## src/rtl/uart_tx_mmio.sv

```systemverilog
// Memory-mapped 8N1 serial transmitter with a polled busy/full status word.
// Optional write buffer in front of the bit engine when UART_TX_FIFO_EN is defined.
module uart_tx_mmio #(
   parameter int unsigned CLK_DIV    = 217,
   parameter int unsigned FIFO_DEPTH = 4
) (
   input  logic        clk,
   input  logic        reset,
   input  logic        load,
   input  logic [15:0] in,
   output logic [15:0] out,
   output logic        tx
);

   localparam int unsigned CNT_W = (CLK_DIV > 1) ? $clog2(CLK_DIV) : 1;
   localparam logic [CNT_W-1:0] BAUD_LAST = CNT_W'(CLK_DIV - 1);
   localparam logic [CNT_W-1:0] BAUD_ZERO = {CNT_W{1'b0}};
   localparam logic [CNT_W-1:0] BAUD_ONE  = CNT_W'(1);

   typedef enum logic [1:0] {
      ST_IDLE  = 2'd0,
      ST_START = 2'd1,
      ST_DATA  = 2'd2,
      ST_STOP  = 2'd3
   } state_t;

   state_t           state_r;
   state_t           state_next_s;
   logic [CNT_W-1:0] baud_cnt_r;
   logic [CNT_W-1:0] baud_next_s;
   logic [2:0]       bit_idx_r;
   logic [2:0]       bit_idx_next_s;
   logic [7:0]       shift_r;
   logic [7:0]       shift_next_s;
   logic             tx_r;
   logic             tx_next_s;
   logic [15:0]      out_r;
   logic             busy_next_s;
   logic             baud_last_s;
   logic             push_s;
   logic             start_s;
   logic [7:0]       start_byte_s;
   logic             unused_s;

   assign unused_s    = ^in[15:8];
   assign baud_last_s = (baud_cnt_r == BAUD_LAST);
   assign push_s      = load & (out_r == 16'h0000);

`ifdef UART_TX_FIFO_EN
   localparam int unsigned PTR_W = (FIFO_DEPTH > 1) ? $clog2(FIFO_DEPTH) : 1;
   localparam logic [PTR_W-1:0] PTR_LAST = PTR_W'(FIFO_DEPTH - 1);
   localparam logic [PTR_W-1:0] PTR_ZERO = {PTR_W{1'b0}};
   localparam logic [PTR_W-1:0] PTR_ONE  = PTR_W'(1);
   localparam logic [PTR_W:0]   CNT_FULL = (PTR_W + 1)'(FIFO_DEPTH);
   localparam logic [PTR_W:0]   CNT_ZERO = {(PTR_W + 1){1'b0}};
   localparam logic [PTR_W:0]   CNT_ONE  = (PTR_W + 1)'(1);

   logic [7:0]     fifo_mem_r [FIFO_DEPTH];
   logic [PTR_W-1:0] wr_ptr_r;
   logic [PTR_W-1:0] rd_ptr_r;
   logic [PTR_W:0]   count_r;
   logic [PTR_W:0]   count_next_s;
   logic             pop_s;

   // A byte pushed into an empty buffer becomes visible to the FSM one cycle later.
   assign pop_s        = (state_r == ST_IDLE) & (count_r != CNT_ZERO);
   assign start_s      = pop_s;
   assign start_byte_s = fifo_mem_r[rd_ptr_r];

   // Occupancy after this cycle's push/pop; full is judged on the registered flag.
   always_comb begin
      count_next_s = count_r;
      case ({push_s, pop_s})
         2'b10:   count_next_s = count_r + CNT_ONE;
         2'b01:   count_next_s = count_r - CNT_ONE;
         default: count_next_s = count_r;
      endcase
   end

   assign busy_next_s = (count_next_s == CNT_FULL);

   // Buffer storage and wrapping pointers.
   always_ff @(posedge clk) begin
      if (reset) begin
         wr_ptr_r <= PTR_ZERO;
         rd_ptr_r <= PTR_ZERO;
         count_r  <= CNT_ZERO;
         for (int i = 0; i < int'(FIFO_DEPTH); i++) begin
            fifo_mem_r[i] <= 8'h00;
         end
      end else begin
         count_r <= count_next_s;
         if (push_s) begin
            fifo_mem_r[wr_ptr_r] <= in[7:0];
            wr_ptr_r <= (wr_ptr_r == PTR_LAST) ? PTR_ZERO : (wr_ptr_r + PTR_ONE);
         end else begin
            wr_ptr_r <= wr_ptr_r;
         end
         if (pop_s) begin
            rd_ptr_r <= (rd_ptr_r == PTR_LAST) ? PTR_ZERO : (rd_ptr_r + PTR_ONE);
         end else begin
            rd_ptr_r <= rd_ptr_r;
         end
      end
   end
`else
   assign start_s      = push_s;
   assign start_byte_s = in[7:0];
   assign busy_next_s  = (state_next_s != ST_IDLE);
`endif

   // Frame sequencing: the baud counter restarts on every state or bit entry.
   always_comb begin
      state_next_s   = state_r;
      baud_next_s    = baud_cnt_r;
      bit_idx_next_s = bit_idx_r;
      shift_next_s   = shift_r;
      case (state_r)
         ST_IDLE: begin
            baud_next_s = BAUD_ZERO;
            if (start_s) begin
               state_next_s   = ST_START;
               shift_next_s   = start_byte_s;
               bit_idx_next_s = 3'd0;
            end else begin
               state_next_s = ST_IDLE;
            end
         end
         ST_START: begin
            if (baud_last_s) begin
               state_next_s   = ST_DATA;
               baud_next_s    = BAUD_ZERO;
               bit_idx_next_s = 3'd0;
            end else begin
               baud_next_s = baud_cnt_r + BAUD_ONE;
            end
         end
         ST_DATA: begin
            if (baud_last_s) begin
               baud_next_s = BAUD_ZERO;
               if (bit_idx_r == 3'd7) begin
                  state_next_s = ST_STOP;
               end else begin
                  bit_idx_next_s = bit_idx_r + 3'd1;
               end
            end else begin
               baud_next_s = baud_cnt_r + BAUD_ONE;
            end
         end
         ST_STOP: begin
            if (baud_last_s) begin
               state_next_s = ST_IDLE;
               baud_next_s  = BAUD_ZERO;
            end else begin
               baud_next_s = baud_cnt_r + BAUD_ONE;
            end
         end
         default: begin
            state_next_s   = ST_IDLE;
            baud_next_s    = BAUD_ZERO;
            bit_idx_next_s = 3'd0;
         end
      endcase
   end

   // Line level for the upcoming cycle, so tx is registered alongside the state.
   always_comb begin
      tx_next_s = 1'b1;
      case (state_next_s)
         ST_IDLE:  tx_next_s = 1'b1;
         ST_START: tx_next_s = 1'b0;
         ST_DATA:  tx_next_s = shift_next_s[bit_idx_next_s];
         ST_STOP:  tx_next_s = 1'b1;
         default:  tx_next_s = 1'b1;
      endcase
   end

   // State, counters and registered outputs.
   always_ff @(posedge clk) begin
      if (reset) begin
         state_r    <= ST_IDLE;
         baud_cnt_r <= BAUD_ZERO;
         bit_idx_r  <= 3'd0;
         shift_r    <= 8'h00;
         tx_r       <= 1'b1;
         out_r      <= 16'h0000;
      end else begin
         state_r    <= state_next_s;
         baud_cnt_r <= baud_next_s;
         bit_idx_r  <= bit_idx_next_s;
         shift_r    <= shift_next_s;
         tx_r       <= tx_next_s;
         out_r      <= busy_next_s ? 16'h0001 : 16'h0000;
      end
   end

   assign tx  = tx_r;
   assign out = out_r;

endmodule

```

## config.mk

```make
export PLATFORM = sky130hd
export DESIGN_NAME = uart_tx_mmio
export DESIGN_NICKNAME = d
export VERILOG_FILES = /design/src/rtl/uart_tx_mmio.sv
export SDC_FILE = /design/constraint.sdc
export NUM_CORES = 1
export LEC_CHECK = 0
export ABC_AREA = 1
export CAP_MARGIN = 20
export CORE_ASPECT_RATIO = 0.8
export CORE_MARGIN = 3
export CORE_UTILIZATION = 45
export DETAILED_ROUTE_END_ITERATION = 7
export GPL_ROUTABILITY_DRIVEN = 0
export PLACE_DENSITY = 0.75
export SETUP_SLACK_MARGIN = 0.2
export SYNTH_ARGS = -nofsm -noshare
export SYNTH_HDL_FRONTEND = slang
export SYNTH_SLANG_ARGS = --single-unit
```

## constraint.sdc

```tcl
create_clock -name clk -period 5.3 [get_ports clk]
set_input_delay 1.06 -clock clk [delete_from_list [all_inputs] [get_ports clk]]
set_output_delay 1.06 -clock clk [all_outputs]
set_load 0.05 [all_outputs]
```

==> results of run 1 <==
[area by class of cell]
cell class	instances	area [um2]	area share
clock buffers	4	45.0	0.0303
inverters	31	116	0.0782
multi-input cells	139	698	0.469
flip-flops and latches	23	460	0.310
well taps	38	47.5	0.0320
repair buffers	12	120	0.0807
[sequential cells by signal (all words and copies together), names as in the netlist]
register    count
baud_cnt_r      8
shift_r         8
bit_idx_r       3
state_r         2
out             1
tx              1
[final timing paths]
kind	from	cells after the start	end
setup / recovery	load	12	tx$_SDFF_PP1_
hold / removal	baud_cnt_r[0]$_SDFF_PP0_	1	baud_cnt_r[0]$_SDFF_PP0_
setup reg to reg	baud_cnt_r[0]$_SDFF_PP0_	12	tx$_SDFF_PP1_
hold reg to reg	baud_cnt_r[0]$_SDFF_PP0_	1	baud_cnt_r[0]$_SDFF_PP0_
[synth_stat cells (all sizes together)]
| cell | instances | area [um2] |
|---|---|---|
| nor3 | 3 | 15.0 |
| a21oi | 5 | 28.8 |
| nand2 | 46 | 193 |
| ha | 6 | 75.1 |
| nor2 | 29 | 124 |
| nand4 | 1 | 6.26 |
| and3 | 2 | 12.5 |
| inv | 31 | 116 |
| buf | 16 | 124 |
| nand3 | 16 | 80.1 |
| dfxtp | 23 | 460 |
| o21ai | 8 | 40.0 |
| conb | 1 | 3.75 |
| nor3b | 2 | 15.0 |
| clkbuf | 1 | 3.75 |
| nand3b | 3 | 22.5 |
| mux2i | 3 | 30.0 |
[per-stage QoR]
step | util | instances | total power (W) | hold WS [ns]
global placement | 0.514 | 243 | 0.000272 | 0.431
CTS | 0.530 | 247 | 0.000380 | 0.453
detailed placement | 0.514 | 243 | 0.000273 | 0.441
global route | 0.530 | 247 | 0.000398 | 0.480
finish | 0.530 | 247 | 0.000376 | 0.457
floorplan | - | 210 | 0.000264 | 0.417
[cells by family (layout without fill, tap and decap cells)]
logic type / after synthesis / after routing / share of synthesized area
muxes: 3 / 3 / 0.0222
buffers and inverters: 48 / 47 / 0.181
AOI/OAI and AO/OA: 13 / 13 / 0.0510
DFF: 23 / 23 / 0.341
and+or+nand+nor: 102 / 102 / 0.347
adders and majority gates: 6 / 6 / 0.0556
other: 1 / 15 / 0.00278
[per-layer routing]
layer | vias to the layer above | wire length, um | share of wire | track usage
met1 | 460 | 1230 | 0.54 | 0.211
met5 | - | 0 | 0 | 0
met2 | 31 | 840 | 0.37 | 0.170
li1 | 604 | - | - | -
met4 | 0 | 44 | 0.019 | 0.0505
met3 | 5 | 154 | 0.068 | 0.0424
[power groups by stage]
| stage | Combinational [W] | Clock [W] | Sequential, W |
|---|---|---|---|
| final | 0.0000835 | 0.000107 | 0.000185 |
| after global routing | 0.0000945 | 0.000117 | 0.000186 |
| after CTS | 0.0000840 | 0.000111 | 0.000185 |
| after detailed placement | 0.0000835 | 0 | 0.000189 |
| after global placement | 0.0000830 | 0 | 0.000189 |
| after floorplan | 0.0000696 | 0 | 0.000195 |
[worst max-delay path, cell delays in order]
cell and delay, ns:
clkdlybuf4s50_1 0.48, inv_1 0.04, nor2_1 0.10, nand2_2 0.19, o21ai_0 0.32, nand3_1 0.11, nand3_1 0.09, nand3_1 0.08
nand3_1 0.10, nand2_1 0.05, nand2_1 0.05, nand2_1 0.04
==> results.py, run 1 <==
metrics = {
    "outcome": {
        "outcome": "completed",
    },
    "cells_and_area": {
        "final_common_cell": "nand2_1",
        "areaGrowthSynthToFinish_pct": 10.2,
        "drive_gt1_frac": 0.0909,
        "final_cell_area_um2": 1490,
        "layout.nets": 235,
        "diodes": 0,
        "fillerInstances": 288,
        "layout_common_cells": "nand2_1 (40), inv_1 (26), nor2_1 (25), dfxtp_1 (23), nand3_1 (16)",
    },
    "route": {
        "remaining_drc_errors": 0,
        "drt_wl_total_mm": 2.27,
        "vias": 1100,
        "antenna_left": 0,
        "drt_iter0_markers": 52,
        "wl_per_cell_um": 9.20,
        "viasPerCell": 4.45,
        "dr.pass1.iters": 4,
    },
    "hold_path": {
        "hold_class": "reg -> reg",
    },
    "sta": {
        "period_share": 0.485,
        "rsz0062_at_grt": "false",
        "setup_violations": 0,
        "skew_ns": 0.00234,
        "finalHoldViolations": 0,
        "setup_tns_ns": 0,
        "layout_min_cycle_time_ns": 2.57,
        "setup_ws_ns": 2.73,
        "clock.fmax_mhz": 389,
        "maxSlewViolCount": 0,
    },
    "pwr": {
        "pwr-share-clk": 0.286,
        "intPower_w": 0.000259,
        "sw_frac_of_total": 0.310,
        "switchingPower_w": 0.000116,
        "vdd_drop_max_mv": 0.230,
        "seq_power_share": 0.492,
        "pwr-share-comb": 0.222,
        "powerDensity_nw_per_um2": 253,
        "leakage_nw": 0.724,
    },
    "grt": {
        "grt_pass1_wl_mm": 3.73,
        "globalRouteOverflowTotal": 0,
        "grt_max_degree": 15,
        "antenna_found_initial": 0,
        "grt_use_total": 0.137,
        "grt_pass1_vias": 832,
    },
    "die": {
        "die_h_um": 55.0,
        "ioPinCount": 36,
        "rows": 17,
        "die_w_um": 67.2,
        "die_area_um2": 3700,
        "start_util": 0.481,
        "fp.coreArea_um2": 2810,
    },
    "clocking": {
        "ctsHoldBuffers": 0,
        "clkLatencyLatePin_ns": 0.26,
        "clkTransAtPathRegs_ns": 0.08,
        "postCtsSetupRepairBufs": 0,
        "cts_resized": 0,
        "clock_sinks": 23,
        "cts_tree": "yes",
        "cts_root_buf": "clkbuf_8",
        "cts_max_level": 1,
        "cts_inserted_buffers": 3,
        "clk_path_buf_depth": 2,
    },
    "placed_design": {
        "place_ws_ns": 2.45,
        "dp_hpwl_mm": 1.78,
        "portBuffers": 12,
        "placed_area_um2": 1440,
    },
    "critical_path": {
        "startpoint_type": "primary input",
        "reg2reg_slack_ns": 3.39,
        "cp-end-kind": "flop",
        "worstPathRequired_ns": 5.46,
        "arrival_ns": 2.73,
        "path_max_fanout": 14,
        "crit_type": "in -> reg",
    },
    "synthesis": {
        "synth_area_um2": 1350,
        "avgSynthCellArea_um2": 6.89,
        "postSynthCellCount": 196,
        "ys_ff_latch": 23,
        "seq_area_frac_synth": 0.341,
        "yosysWarnings": 0,
        "ys_types": 25,
    },
    "run": {
        "maxCapViolCount": 0,
    },
}
(Power assumes the default switching activity.)
==> run 2: changes to the inputs <==
clock period = 2.6 ns   (was 5.3 ns; I/O delays follow)
==> run 2 against run 1 <==
Against the previous run:
- non-clock buffer count increased by 1
- final cell count increased by 0.40%
- clock-buffer cell count unchanged
- register-to-register slack got worse by 2.7 ns
- total power increased by 110%
- cell area increased by 0.50%
- flip-flop and latch count unchanged
- largest power group unchanged
- critical path type unchanged
- highest routed layer unchanged
- setup slack got worse by 2.2 ns
- sequential share of layout area decreased by 0.16 points
- hold slack got worse by 0.0025 ns
==> results.py, run 2 (same netlist as run 1, synthesis figures left out) <==
metrics = {
    "route": {
        "wl_per_cell_um": 9.24,
        "remaining_drc_errors": 0,
        "dr.pass1.iters": 4,
        "antenna_left": 0,
        "drt_iter0_markers": 47,
        "drt_wl_total_mm": 2.29,
        "viasPerCell": 4.40,
        "vias": 1092,
    },
    "pwr": {
        "vdd_drop_max_mv": 0.412,
        "p_total_w": 0.000773,
        "powerDensity_nw_per_um2": 517,
        "leakage_nw": 0.729,
    },
    "critical_path": {
        "path_common_cell": "nand3_1",
        "startpoint_type": "primary input",
        "arrival_ns": 2.22,
        "worstPathRequired_ns": 2.77,
        "cp_slowest_cell": "clkdlybuf4s50_1",
        "cp-end-kind": "flop",
        "crit_type": "in -> reg",
        "slowest_delay_ns": 0.49,
        "cp.buffers_inverters": 2,
        "cp_top_family": "simple AND/OR/NAND/NOR gates",
        "path_max_fanout": 14,
        "crit_chain": "clkdlybuf4s50_1, inv_1, nor2_1, nand2_2, o21ai_0, nand3_1, nand3_1, nand3_1, nand3_1, nand2_1, nand2_1, nand2_1",
    },
    "clocking": {
        "cts_resized": 0,
        "postCtsSetupRepairBufs": 0,
        "clock_sinks": 23,
        "cts_tree": "yes",
        "clkLatencyLatePin_ns": 0.27,
        "cts_max_level": 1,
        "clkTransAtPathRegs_ns": 0.08,
        "cts_inserted_buffers": 3,
        "ctsHoldBuffers": 0,
        "cts_root_buf": "clkbuf_8",
        "clk_path_buf_depth": 2,
    },
    "cells_and_area": {
        "areaGrowthSynthToFinish_pct": 10.8,
        "final_cell_area_um2": 1500,
        "top_regs": "baud_cnt_r (8), shift_r (8), bit_idx_r (3)",
        "diodes": 0,
        "multiInputGateArea_um2": 698,
        "layout_common_cells": "nand2_1 (40), inv_1 (26), nor2_1 (25), dfxtp_1 (23), nand3_1 (16)",
        "drive_gt1_frac": 0.0952,
        "fillerInstances": 276,
        "final_common_cell": "nand2_1",
        "fin_util": 0.533,
        "layout.nets": 236,
        "regArea_um2": 460,
    },
    "grt": {
        "grt_use_total": 0.144,
        "grt_pass1_wl_mm": 3.92,
        "grt_pass1_vias": 904,
        "grt_max_degree": 15,
        "globalRouteOverflowTotal": 0,
        "antenna_found_initial": 0,
    },
    "die": {
        "rows": 17,
        "start_util": 0.481,
        "die_area_um2": 3700,
        "ioPinCount": 36,
        "die_h_um": 55.0,
        "fp.coreArea_um2": 2810,
        "die_w_um": 67.2,
    },
    "sta": {
        "setup_ws_ns": 0.548,
        "period_share": 0.789,
        "tightest_slew_ns": 0.503,
        "setup_tns_ns": 0,
        "rsz0062_at_grt": "false",
        "skew_ns": 0.00120,
        "layout_min_cycle_time_ns": 2.05,
        "maxSlewViolCount": 0,
        "setup_violations": 0,
        "clock.fmax_mhz": 487,
        "finalHoldViolations": 0,
        "relSlewSlack": 0.664,
    },
    "placed_design": {
        "dp_hpwl_mm": 1.81,
        "placed_area_um2": 1450,
        "portBuffers": 12,
        "place_ws_ns": 0.291,
    },
    "outcome": {
        "outcome": "completed",
    },
    "hold_path": {
        "hold_class": "reg -> reg",
    },
    "run": {
        "maxCapViolCount": 0,
    },
}
run 2: power by group:
group | leakage (nW) | total (W) | internal (W) | switching, W
Combinational | 0.518 | 0.000172 | 0.0000509 | 0.000122
Clock | 0.0228 | 0.000223 | 0.000110 | 0.000114
Sequential | 0.188 | 0.000377 | 0.000370 | 0.00000725
run 2: layout make-up:
| class | instances | share of cell area |
|---|---|---|
| Multi-Input combinational cell | 139 | 0.467 |
| Sequential cell | 23 | 0.308 |
| Timing Repair Buffer | 13 | 0.0854 |
| Tap cell | 38 | 0.0318 |
| Inverter | 31 | 0.0778 |
| Clock buffer | 4 | 0.0301 |
run 2: worst paths after layout:
check | end | from | cells after the start | slack, ns
setup / recovery | tx$_SDFF_PP1_ | load | 12 | 0.55
hold reg to reg | baud_cnt_r[0]$_SDFF_PP0_ | baud_cnt_r[0]$_SDFF_PP0_ | 1 | 0.45
setup reg to reg | tx$_SDFF_PP1_ | baud_cnt_r[0]$_SDFF_PP0_ | 12 | 0.67
hold / removal | baud_cnt_r[0]$_SDFF_PP0_ | baud_cnt_r[0]$_SDFF_PP0_ | 1 | 0.45
run 2: worst reg2reg max path, cell delays in order (launching register included):
cell and delay (ns):
dfxtp_1 0.33, inv_1 0.08, ha_1 0.17, inv_1 0.05
nor2_2 0.19, nand2_4 0.10, o21ai_0 0.39, inv_1 0.09
ha_1 0.19, nand3_1 0.10, nand2_1 0.06, nand2_1 0.05
nand2_1 0.04
run 2: through the flow:
stage	hold slack [ns]	cells
finish	0.454	248
global route	0.467	248
CTS	0.456	248
detailed placement	0.436	244
global placement	0.430	244
floorplan	0.417	210
run 2: routing by layer:
layer,wire [um],track usage
met1,1260,0.199
met2,862,0.199
met3,135,0.0525
met4,36,0.0606
met5,0,0
==> run 3: changes to the inputs <==
clock period = 1.95 ns   (was 2.6 ns; I/O delays follow)
==> run 3 against run 2 <==
Against the previous run:
- setup slack worse by 0.29 ns
- clock power increased by 37%
- final cell count up 4.8%
- sequential power grew 36%
- first-iteration DRC count is 4.3% lower
- total power is 47% higher
- non-clock buffer count is 11 higher
- via count up 12%
- critical path type is now reg -> reg
- critical endpoint unchanged
==> results.py, run 3 (same netlist as run 1, synthesis figures left out) <==
metrics = {
    "placed_design": {
        "place_ws_ns": -0.232,
        "portBuffers": 12,
        "dp_hpwl_mm": 1.89,
        "placed_area_um2": 1490,
    },
    "clocking": {
        "cts_max_level": 1,
        "clock_sinks": 23,
        "clkLatencyLatePin_ns": 0.28,
        "cts_root_buf": "clkbuf_8",
        "cts_tree": "yes",
        "clkTransAtPathRegs_ns": 0.09,
        "clk_path_buf_depth": 2,
        "ctsHoldBuffers": 0,
        "cts_inserted_buffers": 3,
    },
    "cells_and_area": {
        "drive_gt1_frac": 0.297,
        "layout.nets": 248,
        "layout_common_cells": "nand2_1 (35), inv_1 (22), nor2_1 (22), dfxtp_1 (17), conb_1 (15)",
        "final_cell_area_um2": 1790,
        "top_regs": "baud_cnt_r (8), shift_r (8), bit_idx_r (3)",
        "areaGrowthSynthToFinish_pct": 32.8,
        "final_common_cell": "nand2_1",
        "diodes": 0,
    },
    "critical_path": {
        "cp_top_family": "simple AND/OR/NAND/NOR gates",
        "path_common_cell": "nand2_1",
        "worstPathRequired_ns": 2.13,
        "cp-end-kind": "flop",
        "cp_slowest_cell": "dfxtp_2",
        "crit_chain": "inv_2, ha_4, inv_4, nor2_4, nand2_4, nor2_4, nand2_1, and3_4, ha_4, nand2_2, nand2_1, nand2_1",
        "crit_type": "reg -> reg",
        "arrival_ns": 1.87,
        "reg2reg_slack_ns": 0.26,
        "path_max_fanout": 6,
        "cp.buffers_inverters": 2,
        "slowest_delay_ns": 0.33,
        "startpoint_type": "flop",
    },
    "pwr": {
        "switchingPower_w": 0.000386,
        "sw_frac_of_total": 0.340,
        "powerDensity_nw_per_um2": 632,
        "p_total_w": 0.00113,
        "intPower_w": 0.000748,
        "pwr-share-comb": 0.279,
        "seq_power_share": 0.451,
        "vdd_drop_max_mv": 0.403,
        "leakage_nw": 0.819,
        "pwr-share-clk": 0.270,
    },
    "run": {
        "maxCapViolCount": 0,
    },
    "sta": {
        "rsz0062_at_grt": "true",
        "setup_violations": 0,
        "hold_slack_ns": 0.426,
        "skew_ns": 0.0119,
        "finalHoldViolations": 0,
        "clock.fmax_mhz": 592,
        "period_share": 0.867,
        "setup_ws_ns": 0.260,
        "layout_min_cycle_time_ns": 1.69,
        "maxSlewViolCount": 0,
    },
    "route": {
        "antenna_left": 0,
        "dr.pass1.iters": 4,
        "wl_per_cell_um": 11.7,
        "drt_iter0_markers": 45,
        "vias": 1225,
        "viasPerCell": 4.71,
        "remaining_drc_errors": 0,
        "drt_wl_total_mm": 3.03,
    },
    "die": {
        "die_area_um2": 3700,
        "rows": 17,
        "fp.coreArea_um2": 2810,
        "die_w_um": 67.2,
        "die_h_um": 55.0,
        "start_util": 0.481,
        "ioPinCount": 36,
    },
    "grt": {
        "grt_use_total": 0.149,
        "globalRouteOverflowTotal": 0,
        "grt_pass1_vias": 974,
        "grt_pass1_wl_mm": 4.20,
        "grt_max_degree": 15,
        "antenna_found_initial": 0,
    },
    "outcome": {
        "outcome": "completed",
    },
    "hold_path": {
        "hold_class": "reg -> reg",
    },
}
[run 3: changes by cell type in the layout (fill, tap and decap cells not counted), moves of 4 or more]
cell     change
buf_4       +11
dfxtp_1      -6
dfxtp_2      +6
ha_1         -4
ha_4         +4
inv_1        -4
nand2_1      -5
nand2_4      +5
nor2_4       +5
[run 3: what timing repair did]
item                                    CTS  global route
buffers inserted                          0             6
endpoints found under the setup margin    3             2
gates cloned                              0             1
gates resized for setup                   5            53
pin swaps                                 0            11
[run 3: worst reg2reg max path, cell delays in order, from the launching register on]
cell,delay (ns)
dfxtp_2,0.33
inv_2,0.07
ha_4,0.15
inv_4,0.03
nor2_4,0.12
nand2_4,0.11
nor2_4,0.13
nand2_1,0.06
and3_4,0.18
ha_4,0.26
nand2_2,0.04
nand2_1,0.06
nand2_1,0.04
[run 3: layout make-up]
cell class / count / area, um2
clock buffers: 3 / 41.3
clock inverters: 1 / 5.00
fillers: 227 / 1010
inverters: 31 / 119
multi-input cells: 140 / 902
flip-flops and latches: 23 / 468
well taps: 38 / 47.5
repair buffers: 24 / 210
[run 3: worst paths after layout]
check | start | to | cells past startpoint
setup / recovery | baud_cnt_r[1]$_SDFF_PP0_ | tx$_SDFF_PP1_ | 12
hold / removal | baud_cnt_r[0]$_SDFF_PP0_ | baud_cnt_r[0]$_SDFF_PP0_ | 1
setup reg to reg | baud_cnt_r[1]$_SDFF_PP0_ | tx$_SDFF_PP1_ | 12
hold reg to reg | baud_cnt_r[0]$_SDFF_PP0_ | baud_cnt_r[0]$_SDFF_PP0_ | 1
[run 3: per-layer routing]
layer / GRT usage / part of all wire / vias up
met2: 0.210 / 0.45 / 48
met3: 0.0182 / 0.068 / 5
li1: - / - / 629
met4: 0.0808 / 0.021 / 0
met5: 0 / 0 / -
met1: 0.220 / 0.46 / 543
[run 3: power by group through the flow]
stage / sequential [W] / clock [W] / combinational (W)
after global placement: 0.000514 / 0 / 0.000243
after floorplan: 0.000529 / 0 / 0.000189
after CTS: 0.000503 / 0.000309 / 0.000244
after detailed placement: 0.000514 / 0 / 0.000244
after global routing: 0.000515 / 0.000329 / 0.000343
final: 0.000511 / 0.000306 / 0.000316
[run 3: stage by stage]
stage | instances | setup TNS [ns] | utilization
2_1_floorplan | 210 | 0 | -
3_3_place_gp | 249 | -0.208 | 0.530
3_5_place_dp | 249 | -0.232 | 0.530
4_1_cts | 253 | 0 | 0.547
5_1_grt | 260 | 0 | 0.639
6_report | 260 | 0 | 0.639
